### src/rtl/prio_encoder4_2_q_pkg.sv
// Shared encoder/decoder constants: line count, code width and priority-direction encodings.
package prio_encoder4_2_q_pkg;
  localparam int ENC_N     = 4;
  localparam int ENC_W     = 2;
  localparam int PRIO_LOW  = 0;
  localparam int PRIO_HIGH = 1;
endpackage

### src/rtl/prio_encoder4_2_q_prio_sel.sv
// Combinational find-first: picks the highest or lowest set request bit and returns its index and one-hot mask.
import prio_encoder4_2_q_pkg::*;

module prio_encoder4_2_q_prio_sel #(
  parameter int N             = ENC_N,
  parameter int W             = ENC_W,
  parameter int PRIORITY_HIGH = PRIO_HIGH
) (
  input  logic [N-1:0] req,
  output logic [W-1:0] idx,
  output logic [N-1:0] mask,
  output logic         any
);

  // Scan direction is chosen so the last hit written is the winning bit.
  always_comb begin
    idx  = '0;
    mask = '0;
    any  = |req;
    if (PRIORITY_HIGH == PRIO_HIGH) begin
      for (int i = 0; i < N; i++)
        if (req[i]) idx = W'(i);
    end else begin
      for (int i = N - 1; i >= 0; i--)
        if (req[i]) idx = W'(i);
    end
    if (any) mask[idx] = 1'b1;
  end

endmodule

### src/rtl/prio_encoder4_2_q.sv
// Registered 4-to-2 priority encoder: queues request pulses as pending bits and hands out one index per valid/ready transfer.
import prio_encoder4_2_q_pkg::*;

module prio_encoder4_2_q #(
  parameter int N             = ENC_N,
  parameter int W             = ENC_W,
  parameter int PRIORITY_HIGH = PRIO_HIGH
) (
  input  logic         clk,
  input  logic         rst,
  input  logic [N-1:0] req_in,
  input  logic         clear,
  output logic [W-1:0] out_code,
  output logic         out_valid,
  input  logic         out_ready,
  output logic [N-1:0] pending,
  output logic         dup_err
);

  logic [W-1:0] sel_idx;
  logic [N-1:0] sel_mask;
  logic         sel_any;
  logic         free;
  logic         load;
  logic [N-1:0] load_mask;

  prio_encoder4_2_q_prio_sel #(
    .N             (N),
    .W             (W),
    .PRIORITY_HIGH (PRIORITY_HIGH)
  ) u_sel (
    .req  (pending),
    .idx  (sel_idx),
    .mask (sel_mask),
    .any  (sel_any)
  );

  assign free      = !out_valid || out_ready;
  assign load      = free && sel_any;
  assign load_mask = load ? sel_mask : '0;

  // Stage boundary: pending queue and output register; a bit leaving pending this edge may be re-armed by req_in.
  always_ff @(posedge clk or posedge rst) begin
    if (rst) begin
      pending   <= '0;
      out_valid <= 1'b0;
      out_code  <= '0;
      dup_err   <= 1'b0;
    end else if (clear) begin
      pending   <= '0;
      out_valid <= 1'b0;
      dup_err   <= 1'b0;
    end else begin
      pending <= (pending & ~load_mask) | req_in;
      dup_err <= |(req_in & pending & ~load_mask);
      if (free) begin
        out_valid <= sel_any;
        if (sel_any) out_code <= sel_idx;
      end
    end
  end

endmodule

### config.mk
export PLATFORM = sky130hd
export DESIGN_NAME = prio_encoder4_2_q
export DESIGN_NICKNAME = d
export VERILOG_FILES = /design/src/rtl/prio_encoder4_2_q_pkg.sv /design/src/rtl/prio_encoder4_2_q_prio_sel.sv /design/src/rtl/prio_encoder4_2_q.sv
export SDC_FILE = /design/constraint.sdc
export NUM_CORES = 1
export LEC_CHECK = 0
export BUFFER_PORTS_ARGS = -buffer_cell sky130_fd_sc_hd__buf_2
export CAP_MARGIN = 25
export CORE_AREA = 2 2 39 41
export CTS_CLUSTER_DIAMETER = 150
export DETAILED_ROUTE_END_ITERATION = 10
export DIE_AREA = 0 0 41 43
export PLACE_DENSITY = 0.63
export SYNTH_ARGS = -nofsm -noshare
export SYNTH_HDL_FRONTEND = slang
export SYNTH_SLANG_ARGS = --single-unit
### constraint.sdc
create_clock -name clk -period 1.63 [get_ports clk]
set_input_delay 0.0815 -clock clk [delete_from_list [all_inputs] [get_ports clk]]
set_output_delay 0.0815 -clock clk [all_outputs]
set_load 0.1 [all_outputs]
==> summary.md <==
| Metric | Value |
|---|---|
| Run status | `finished clean` |
| First-pass DRT Iterations | `4` |
| Initial detailed-routing violation count | `5` |
| Placer Congestion | `approximately 0.77` |
| Tcrit/Tclk final | `between 70% and 80%` |
| Fraction of registers with async set/reset | `between 90% and 100%` |
| Delay of the slowest cell on the worst path | `~0.47 ns` |
| Crit path DAT | `1.17 ns` |
| Cts hold-fix bufs | `1` |
| Largest fanout of any net on the critical path | `8` |
| Std-Cell Core Area | `around 1400 µm²` |
| Sequential area share after synthesis | `around half` |
| Die height | `~43 µm` |
| Placed Cells incl. Taps | `71` |
| Die width | `slightly above 40 µm` |
| Library cell contributing the largest single delay on the critical path | `sky130_fd_sc_hd__buf_2` |
| Shortest period the worst path allows | `approximately 1.2 ns` |
| Global-route wire length before repair | `1490 µm` |
| Maxcap violations | `0` |
| Worst-case reg-to-reg path depth | `3` |
| H-tree level count | `1` |
| Number of antenna diodes | `0` |
| Io pins | `16` |
| Worst endpoint required time | `roughly 1.6 ns` |
| Vias in the first global route | `around 350` |
| Worst Hold Class | `input pin to flip-flop` |
| Worst-Skew Late Latency | `0.25 ns` |
| Buf+Inv Stages, Crit Path | `1` |
| Max Root-Sink Buffers | `2` |
| Number of enable-type register cells in the synthesized netlist | `0` |
| Maximum clock rate | `0.802 GHz` |
| Post-synth net total | `50` |
| Worst ir drop on vdd | `between 500 and 600 µV` |
| # clock sinks | `8` |
| Final wirelength | `897 µm` |
| Via count of the routed design | `between 300 and 400` |
| Most area-hungry cell type in the Yosys netlist | `sky130_fd_sc_hd__dfrtp_1` |
| Final #Nets | `about 70` |
| Reg-to-reg critical path startpoint | `pending[2]` |
| Warnings from Yosys | `0` |
| Total global-route track usage | `around an eighth` |
| Hold path depth | `3` |
| Avg Inst Size Synth | `roughly 10 µm²` |
| Total non-filler cell area in the finished layout | `approximately 530 µm²` |
| Number of core rows | `14` |
| Crit. End Element | `output pin` |
| Buffers on Ports | `15` |
| Setup repair after global routing missed its margin | `no` |
| Total grt overflow | `0` |
| Post-CTS clock slew at the launch and capture registers of the worst setup and hold paths | `0.05 ns` |
| Filler instances | `160` |
| Routed via count divided by cell count | `around 4.8` |
| DR WL/cell | `around 12 µm` |
| Number of instances in the synthesized netlist | `42` |
| Power per cell area | `1200 nW/µm²` |
| Final antenna-violating net count | `0` |
| Clock tree from TritonCTS | `done` |
| Worst setup slack for register-to-register paths | `around 0.40 ns` |
| Antenna violations before repair | `0` |
| Count of cell types in the netlist | `17` |
| Min-delay src | `req_in[3]` |
| Post-Layout Cell Count | `75` |
| Area of the die | `~1800 µm²` |
| Transition time at the pin with the least slew margin | `approximately 0.49 ns` |
| Most instantiated library cell after synthesis | `sky130_fd_sc_hd__dfrtp_1` |
| Final setup violation count | `0` |
| Endpoint, Worst Hold | `pending[3]` |
| Maximum clock skew at final layout | `approximately 0.0037 ns` |
| Share of the core filled with cells | `between 30% and 40%` |
| Pin count of the biggest net entering global routing | `14` |
| Synth top cells by count | `8 x sky130_fd_sc_hd__dfrtp_1, 7 x sky130_fd_sc_hd__inv_1, 5 x sky130_fd_sc_hd__a21oi_1` |
| Synth top area share | `48.2%` |
| Layout cell share with drive strength beyond 1 | `40.7%` |
| FF-to-FF End | `dup_err` |
| Number of register bits inferred by synthesis | `8` |
| Largest delay contributor family on the critical path | `buffers and inverters` |
| Category of the most critical setup path | `flip-flop to output pin` |
| Number of instances resized during post-cts repair | `0` |
| Total cell area at the placement stage | `approximately 500 µm²` |
| Worst slew slack as a fraction of its limit | `just under 70%` |
| Start point of the critical path | `pending[3]` |
| Remaining design rule violation count | `0` |
| Count of final max-slew check failures | `0` |
| Clk root buf | `sky130_fd_sc_hd__clkbuf_4` |
| Estimated wirelength of the detail-placed design | `648 µm` |
| Area overhead of the layout relative to synthesis | `27.7%` |
| Buffer count from post-CTS setup fixing | `0` |
| Effective utilization at floorplan | `between 30% and 40%` |
| CP Cell Sequence | `buf_2` |
| Main area contributors after synthesis | `sky130_fd_sc_hd__dfrtp_1 48%, sky130_fd_sc_hd__inv_1 6.3%, sky130_fd_sc_hd__a21oi_1 6.0%` |
| Launching element type of the critical path | `flip-flop` |
| Main synth FF type | `sky130_fd_sc_hd__dfrtp_1` |
| LEAKAGE | `around 0.00026 µW` |
| Total count of hold-check failures in the final report | `0` |
| Synth Cell Area | `between 400 and 500 µm²` |
| Worst hold slack across all endpoints | `~0.063 ns` |
| Num CTS Buffers | `3` |
[cell families after synthesis]
logic type	share of synthesized area, %
AO/OA/AOI/OAI	30.1
buffers and inverters	9.94
AND/OR/NAND/NOR	11.7
flip-flops	48.2
[how the worst max path moves through the flow]
stage | end | slack [ns] | depth (start not counted)
after floorplan | dup_err | -0.04 | 3
after global placement | dup_err | 0.45 | 3
after detailed placement | dup_err | 0.42 | 3
after CTS | pending[3] | 0.37 | 1
after global routing | pending[3] | 0.33 | 1
final | pending[3] | 0.38 | 1
[metal layers]
metal | track usage (%) | wire (µm) | vias to the layer above
met5 | 0 | 0 | -
met4 | 10.0 | 9 | 0
met3 | 4.71 | 66 | 2
met2 | 15.6 | 351 | 13
met1 | 18.1 | 470 | 160
li1 | - | - | 183
[flip-flops by register name, indices dropped and copies added (netlist names)]
| signal | cells |
|---|---|
| out_valid | 1 |
| dup_err | 1 |
| out_code | 2 |
| pending | 4 |
[worst min-delay path: stages]
cell                      delay (ns)
sky130_fd_sc_hd__buf_2          0.09
sky130_fd_sc_hd__a21oi_1        0.03
sky130_fd_sc_hd__nor2_1         0.07
[power breakdown]
| group | switching [µW] | total, µW | leakage, µW | internal, µW |
|---|---|---|---|---|
| clock | 65.8 | 150 | 0.0000138 | 84.2 |
| sequential | 17.9 | 238 | 0.0000964 | 220 |
| combinational | 200 | 250 | 0.000145 | 50.4 |
| total | 284 | 638 | 0.000255 | 354 |
[layout by cell type, fill, tap and decap left out, types with 2 or more instances in the layout]
cell type / Yosys / routed
sky130_fd_sc_hd__o21ai_0: 2 / 2
sky130_fd_sc_hd__o31ai_1: 2 / 2
sky130_fd_sc_hd__a21oi_1: 5 / 5
sky130_fd_sc_hd__dfrtp_1: 8 / 6
sky130_fd_sc_hd__dfrtp_2: 0 / 2
sky130_fd_sc_hd__inv_1: 7 / 7
sky130_fd_sc_hd__o21ai_1: 2 / 2
sky130_fd_sc_hd__buf_2: 0 / 15
sky130_fd_sc_hd__nor2_1: 4 / 4
sky130_fd_sc_hd__o211ai_1: 2 / 2
sky130_fd_sc_hd__clkbuf_4: 0 / 3
[through the flow]
step                total power, µW  worst slack, ns  TNS, ns
finish                          638            0.383        0
global route                    676            0.328        0
CTS                             649            0.366        0
detailed placement              492            0.415        0
global placement                490            0.451        0
floorplan                       450          -0.0410  -0.0410
[area by class of cell]
class	instances	area, µm²	share of cell area, %
clock buffers	3	22.5	4.25
inverters	7	26.3	4.95
multi-input cells	25	174	32.8
flip-flops and latches	8	203	38.2
well taps	16	20.0	3.77
repair buffers	16	85.1	16.0
Power figures use the tool's default switching activity.
